$ cat src/rtl/tdm_demux16.sv
// Receive side of a 16-slot TDM link: a hunt/lock FSM tracks frame alignment
// and a slot counter steers beats into a shadow frame that commits atomically to q.
module tdm_demux16 #(
  parameter int WIDTH       = 1,
  parameter bit STRICT_SYNC = 1'b1
) (
  input  logic                  clk,
  input  logic                  rst_n,
  input  logic [WIDTH-1:0]      din,
  input  logic                  din_valid,
  input  logic                  sync,
  output logic [16*WIDTH-1:0]   q,
  output logic [3:0]            slot,
  output logic                  frame_done,
  output logic                  locked,
  output logic                  sync_err
);

  typedef enum logic {HUNT, LOCK} state_t;

  state_t                   state;
  state_t                   state_nxt;
  logic [15:0][WIDTH-1:0]   shadow;
  logic [3:0]               slot_nxt;
  logic [3:0]               wr_idx;
  logic                     wr_en;
  logic                     commit;
  logic                     err_nxt;

  always_ff @(posedge clk or negedge rst_n) begin
    if (!rst_n) state <= HUNT;
    else        state <= state_nxt;
  end

  // The last beat of a frame goes straight from din into q, bypassing shadow[15].
  always_ff @(posedge clk or negedge rst_n) begin
    if (!rst_n) begin
      q          <= '0;
      slot       <= 4'd0;
      frame_done <= 1'b0;
      sync_err   <= 1'b0;
      shadow     <= '0;
    end else begin
      slot       <= slot_nxt;
      frame_done <= commit;
      sync_err   <= err_nxt;
      if (wr_en)  shadow[wr_idx] <= din;
      if (commit) q <= {din, shadow[14:0]};
    end
  end

  always_comb begin
    state_nxt = state;
    slot_nxt  = slot;
    wr_idx    = slot;
    wr_en     = 1'b0;
    commit    = 1'b0;
    err_nxt   = 1'b0;
    if (din_valid) begin
      unique case (state)
        HUNT: begin
          if (sync) begin
            wr_en     = 1'b1;
            wr_idx    = 4'd0;
            slot_nxt  = 4'd1;
            state_nxt = LOCK;
          end
        end
        LOCK: begin
          if (sync) begin
            // A sync beat always restarts the frame; mid-frame it is an alignment error.
            err_nxt  = (slot != 4'd0);
            wr_en    = 1'b1;
            wr_idx   = 4'd0;
            slot_nxt = 4'd1;
          end else if (slot == 4'd0) begin
            if (STRICT_SYNC) begin
              err_nxt   = 1'b1;
              slot_nxt  = 4'd0;
              state_nxt = HUNT;
            end else begin
              wr_en    = 1'b1;
              wr_idx   = 4'd0;
              slot_nxt = 4'd1;
            end
          end else begin
            wr_en    = 1'b1;
            slot_nxt = slot + 4'd1;
            commit   = (slot == 4'd15);
          end
        end
        default: state_nxt = HUNT;
      endcase
    end
  end

  assign locked = (state == LOCK);

endmodule

$ cat config.mk
export PLATFORM = sky130hd
export DESIGN_NAME = tdm_demux16
export DESIGN_NICKNAME = d
export VERILOG_FILES = /design/src/rtl/tdm_demux16.sv
export SDC_FILE = /design/constraint.sdc
export NUM_CORES = 1
export LEC_CHECK = 0
export ABC_CLOCK_PERIOD_IN_PS = 4500
export CORE_MARGIN = 1.5
export CORE_UTILIZATION = 59
export CTS_BUF_LIST = sky130_fd_sc_hd__clkbuf_4 sky130_fd_sc_hd__clkbuf_8
export DETAILED_ROUTE_END_ITERATION = 6
export HOLD_SLACK_MARGIN = 0.15
export PLACE_DENSITY = 0.87
export SKIP_CTS_REPAIR_TIMING = 1
export SYNTH_ARGS = -nofsm -noshare
export SYNTH_HDL_FRONTEND = slang
export SYNTH_SLANG_ARGS = --single-unit
$ cat constraint.sdc
create_clock -name clk -period 4.5 [get_ports clk]
set_input_delay 0.9 -clock clk [delete_from_list [all_inputs] [get_ports clk]]
set_output_delay 0.9 -clock clk [all_outputs]
set_load 0.03 [all_outputs]
==> results of run 1 <==
[power groups by stage]
stage                     clock (uW)  combinational [uW]  sequential (uW)
after global routing             309                 256              460
after floorplan                    0                 158              452
after detailed placement           0                 230              454
after CTS                        296                 232              449
final                            288                 230              451
after global placement             0                 218              450
[critical path: stages]
cell	delay (ns)
clkdlybuf4s50_1	0.71
inv_1	0.15
ha_1	0.31
nor3b_1	0.37
nand4b_1	0.19
mux2_2	0.30
[logic make-up (layout without fill, tap and decap cells)]
group | Yosys count | in the layout | synth area share (%)
flip-flops | 38 | 38 | 53.3
AO/OA/AOI/OAI | 13 | 13 | 4.77
buffers and inverters | 15 | 40 | 5.26
AND/OR/NAND/NOR | 33 | 33 | 13.1
multiplexers | 31 | 31 | 21.5
adder cells (fa/ha/maj) | 3 | 3 | 2.11
[worst paths after layout]
check | startpoint | to
worst max-delay path | sync | shadow[8]
worst min-delay path | shadow[5] | q[5]
worst max register to register | slot[0] | shadow[7]
worst min register to register | shadow[5] | q[5]
max in group asynchronous | rst_n | slot[3]
min in group asynchronous | rst_n | shadow[12]
[layout make-up]
class | instances | area, sq um | share of cell area [%]
flip-flops and latches | 38 | 951 | 44.7
multi-input cells | 80 | 738 | 34.7
clock buffers | 5 | 37.5 | 1.76
repair buffers | 28 | 278 | 13.1
inverters | 4 | 15.0 | 0.706
well taps | 31 | 38.8 | 1.82
clock inverters | 3 | 68.8 | 3.24
[sequential cells by signal, indices dropped and copies added, names as in the netlist]
register / cells
locked: 1
slot: 4
frame_done: 1
q: 16
shadow: 15
sync_err: 1
[metrics by stage]
stage	power [uW]	setup slack [ns]
floorplan	610	2.21
global placement	668	1.58
detailed placement	684	1.48
CTS	977	1.84
global route	1030	1.70
finish	969	1.81
[layout by cell type, fill, tap and decap left out, types with 2 or more instances in the layout]
| cell | synthesis | final |
|---|---|---|
| dfrtp_1 | 38 | 38 |
| clkdlybuf4s50_1 | 0 | 27 |
| mux2_2 | 22 | 22 |
| nand3_1 | 9 | 9 |
| mux2_4 | 9 | 9 |
| o21ai_0 | 5 | 5 |
| clkbuf_4 | 0 | 5 |
| inv_1 | 4 | 4 |
| nand4_1 | 4 | 4 |
| nor3b_1 | 3 | 3 |
| nor2b_1 | 3 | 3 |
| ha_1 | 3 | 3 |
| nand2_1 | 2 | 2 |
| nor2_1 | 2 | 2 |
| a21oi_1 | 2 | 2 |
| a22o_1 | 2 | 2 |
| bufinv_16 | 0 | 2 |
[metal layers]
metal,vias up,GRT usage [%],part of all wire [%]
li1,529,-,-
met3,9,4.91,5.8
met1,582,30.8,43
met2,43,36.0,49
met5,-,0,0
met4,0,9.63,2.2
==> results.md, run 1 <==
- Worst Reg2Reg Path Length in Cells: 7
- Syn Area/Cell: 13.4 sq um
- H-tree depth: 2
- Worst Hold Class: register to register
- Worst Path Required: 4.74 ns
- Placement Rows: 19
- Grt total ovfl: 0
- FILL cells: 177
- Pint: 668 uW
- Primary FF master, synth: dfrtp_1
- Clock power share: 29.7%
- Netlist cell types: 32
- CTS tree: built
- Synth cell count leaders: dfrtp_1 (38), mux2_2 (22), mux2_4 (9), nand3_1 (9)
- Vias in the first global route: 1161
- Max-slew violations: 0
- Routed WL: 3250 um
- Final Wtd Congestion: 0.782
- RSZ-0062 raised after global routing: no
- Core Box Area: 2810 sq um
- Share of layout cells above drive strength 1: 28.5%
- Worst slew pin tran: 0.565 ns
- Placed instance count: 181
- Final setup viols: 0
- Syn Nets: 141
- First-pass GRT wire length: 5680 um
- Starting Density: 63.6%
- Layout area overhead: 19.3%
- Synth top area cells: dfrtp_1 (53%), mux2_2 (14%), mux2_4 (7.6%)
- Final setup TNS: 0 ns
- Die span in y: 58.0 um
- Pin count of the biggest net entering global routing: 39
- DRT Pass-1 Iters: 6
- All-Layer GR Usage: 22.8%
- Comb power frac: 23.8%
- Power per Cell Area: 456 nW/um^2
- Status: complete, no violations
- WL/cell: 17.2 um
- Crit path DAT: 2.93 ns
- EDFF count, synth: 0
- Fmax: 371 MHz
- Area after DPL: 2020 sq um
- Io pins: 28
- Period utilization: 59.8%
- Nets: 165
- Die X: 58.0 um
- Vias per std cell: 6.15
- Synthesized flop and latch total: 38
- Crit-path max FO: 11
- Synth area leader: dfrtp_1
- Starting DRT DRC Count: 24
- Startpoint type of the worst setup path: input port
- Finished Layout Cells: 189
- Flop2flop setup slack: 2.13 ns
- Final hold violation count: 0
- Yosys top cell area share: 53.3%
- Final design utilization: 75.8%
- Yosys Warn Count: 0
- Max-Cap Viols: 0
- Worst-Skew Late Latency: 0.35 ns
- Post-route ant nets: 0
- Hold path cells: 1
- Post-Syn Instances: 133
- Register area share after synthesis: 53.3%
- DRC viols: 0
- Synthesized cell area: 1780 sq um
- Cell with the most instances after synthesis: dfrtp_1
- Tmin final: 2.69 ns
- Clock sinks: 38
- Post-synth ARST share: 100%
- Initial antenna violation count: 0
- Max VDD drop: 0.410 mV
- DP HPWL: 2190 um
- Clk buf depth: 2
- Sw Pwr: 301 uW
- N_diodes: 0
- Final Cell Area: 2130 sq um
- Sequential power share: 46.5%
- TritonCTS Buffers: 5
- Sw Share: 31.1%
- Clock transition at path regs: 0.12 ns
- CTS root buffer: clkbuf_4
- Worst Path Class, Setup: input port to register
- Slew margin rel.: 62.2%
- Critical path endpoint category: register
- Clock Skew: 0.0114 ns
- Static leakage: 0.000982 uW
- Die area: 3360 sq um
- WHS: 0.512 ns
- PortBufs: 27
- DR vias: 1163
No activity file was read; power rests on OpenSTA's default activity.
==> inputs of run 2 (changes only) <==
- ABC_CLOCK_PERIOD_IN_PS: 4500 -> 2600
- CORE_UTILIZATION: 59 -> 55
- PLACE_DENSITY: 0.87 -> 0.81
- clock period: 4.5 -> 2.6 ns (I/O delays scaled with it)
==> results.md, run 2 (synthesis results as in run 1) <==
- Status: complete, no violations
- Final setup viols: 0 (unchanged)
- Clock Skew: 0.00448 ns (-0.00688 ns)
- Sequential power share: 49.7% (+3.2 points)
- Fmax: 457 MHz
- Die area: 3590 sq um (+6.9%)
- Grt total ovfl: 0 (unchanged)
- Worst slew pin tran: 0.481 ns (-0.0838 ns)
- Period utilization: 84.2%
- N_diodes: 0 (unchanged)
- Final hold violation count: 0 (unchanged)
- WL/cell: 15.0 um (-13%)
- Placement Rows: 20 (+1)
- Nets: 170 (+3.0%)
- Critical path depth: 1 (-5)
- Starting Density: 57.9% (-5.6 points)
- Sw Pwr: 490 uW (+63%)
- Max VDD drop: 0.454 mV (+11%)
- Clock sinks: 38 (unchanged)
- DRT Pass-1 Iters: 4 (-2)
- Io pins: 28 (unchanged)
- FILL cells: 228 (+29%)
- Crit path DAT: 1.67 ns (-1.26 ns)
- Reg2reg end: shadow[6]
- RSZ-0062 raised after global routing: no
- Buf/Inv on CP: 1 (-1)
- DRC viols: 0 (unchanged)
- Vias per std cell: 5.54 (-9.9%)
- Initial antenna violation count: 0 (unchanged)
- Starting DRT DRC Count: 19 (-21%)
- Clock power share: 19.6% (-10 points)
- Final Wtd Congestion: 0.746 (-4.6%)
- Final setup TNS: 0 ns (unchanged)
- Final Cell Area: 2130 sq um (about the same)
- Max-Cap Viols: 0 (unchanged)
- First-pass GRT wire length: 5280 um (-7.0%)
- Most common cell after layout, fill and taps aside: dfrtp_1
- Clk buf depth: 2 (unchanged)
- All-Layer GR Usage: 20.0% (-2.8 points)
- Die X: 59.9 um (+3.4%)
- Biggest register: q
- Critical R2R Launch: slot[0]
- Worst Reg2Reg Path Length in Cells: 7 (unchanged)
- Commonest non-fill, non-tap cells in the layout: dfrtp_1 (38), clkdlybuf4s50_1 (27), mux2_2 (22), nand3_1 (9), mux2_4 (9)
- Static leakage: 0.000981 uW (about the same)
- Max FFs per register: 16 (unchanged)
- Post-route ant nets: 0 (unchanged)
- TritonCTS Buffers: 5 (unchanged)
- Worst Path Class, Setup: register to primary output
- Die span in y: 59.9 um (+3.4%)
- DR vias: 1136 (-2.3%)
- Pint: 998 uW (+49%)
- Startpoint type of the worst setup path: register
- Worst Hold Class: register to register
- Max-slew violations: 0 (unchanged)
- Tmin final: 2.19 ns
- H-tree depth: 2 (unchanged)
- Sw Share: 32.9% (+1.9 points)
- CTS tree: built
- Flop2flop setup slack: 0.49 ns (-1.64 ns)
- CTS root buffer: clkbuf_4
- Pin count of the biggest net entering global routing: 39 (unchanged)
- Power per Cell Area: 700 nW/um^2 (+54%)
- Slowest stage delay, CP: 0.75 ns (+0.04 ns)
- DP HPWL: 2180 um (-0.54%)
- Worst-path cell chain: clkdlybuf4s50_1
- Worst-Skew Late Latency: 0.33 ns (-0.02 ns)
- Core Box Area: 3080 sq um (+9.7%)
- Comb power frac: 30.6% (+6.8 points)
- Worst Setup EP: locked
- Critical path endpoint category: primary output
- Leading registers by flop count: q x16, shadow x15, slot x4
- Vias in the first global route: 1171 (+0.86%)
- Worst Path Required: 2.08 ns (-2.66 ns)
- PortBufs: 27 (unchanged)
- Area after DPL: 2070 sq um (+2.7%)
- Layout area overhead: 19.2% (about the same)
- Routed WL: 3080 um (-5.3%)
- Clock transition at path regs: 0.10 ns (-0.02 ns)
- Share of layout cells above drive strength 1: 29.8% (+1.3 points)
- CP startpoint: locked
- Slowest CP cell: clkdlybuf4s50_1
- Cell family with the largest share of critical-path delay: buffers and inverters
- Crit-path max FO: 15 (+4)
- Slew margin rel.: 67.8% (+5.6 points)
- Tot Pwr: 1490 uW (+54%)
-- run 2: cell count changes in the layout (fill, tap and decap cells not counted) --
cell,previous run,this run
buf_4,1,6
clkinv_4,1,0
bufinv_16,2,0
clkbuf_8,0,1
-- run 2: per-stage QoR --
step           hold slack (ns)  setup WS [ns]  instances  util, %
2_1_floorplan            0.224          0.312        133        -
3_3_place_gp             0.486          0.355        199     67.4
3_5_place_dp             0.492          0.323        199     67.4
4_1_cts                  0.516          0.397        205     69.1
5_1_grt                  0.529          0.321        205     69.1
6_report                 0.510          0.412        205     69.1
-- run 2: final cells by class --
cell class                      count  area (sq um)  share of cell area, %
Sequential cell                    38           951                   44.7
Timing Repair Buffer               33           315                   14.8
Tap cell                           44          55.1                   2.59
Inverter                            4          15.0                  0.706
Clock buffer                        6          51.3                   2.41
Multi-Input combinational cell     80           738                   34.7
-- run 2: worst reg2reg max path: stages (launching register included) --
cell	delay (ns)
dfrtp_1	0.39
inv_1	0.06
ha_1	0.13
nor3b_1	0.32
ha_1	0.35
and4bb_2	0.32
nand3_1	0.11
mux2_2	0.34
-- run 2: metal layers --
layer | GRT usage, % | vias up | wire, um
met5 | 0 | - | 0
met4 | 9.52 | 0 | 58
met3 | 4.55 | 7 | 140
met2 | 32.0 | 30 | 1510
met1 | 25.7 | 569 | 1370
li1 | - | 530 | -
-- run 2: worst min-delay path by stage --
stage,startpoint,to,slack (ns),cells after the start
2_1_floorplan,rst_n,frame_done,0.22,0
3_3_place_gp,shadow[4],shadow[4],0.49,1
3_5_place_dp,shadow[4],q[4],0.49,1
4_1_cts,shadow[4],q[4],0.52,1
5_1_grt,shadow[4],q[4],0.53,1
6_report,shadow[4],q[4],0.51,1
-- run 2: power by group through the flow --
| stage | Sequential (uW) | Clock (uW) | Combinational, uW |
|---|---|---|---|
| 2_1_floorplan | 781 | 0 | 274 |
| 3_3_place_gp | 747 | 0 | 437 |
| 3_5_place_dp | 754 | 0 | 456 |
| 4_1_cts | 741 | 301 | 458 |
| 5_1_grt | 754 | 326 | 495 |
| 6_report | 740 | 292 | 456 |
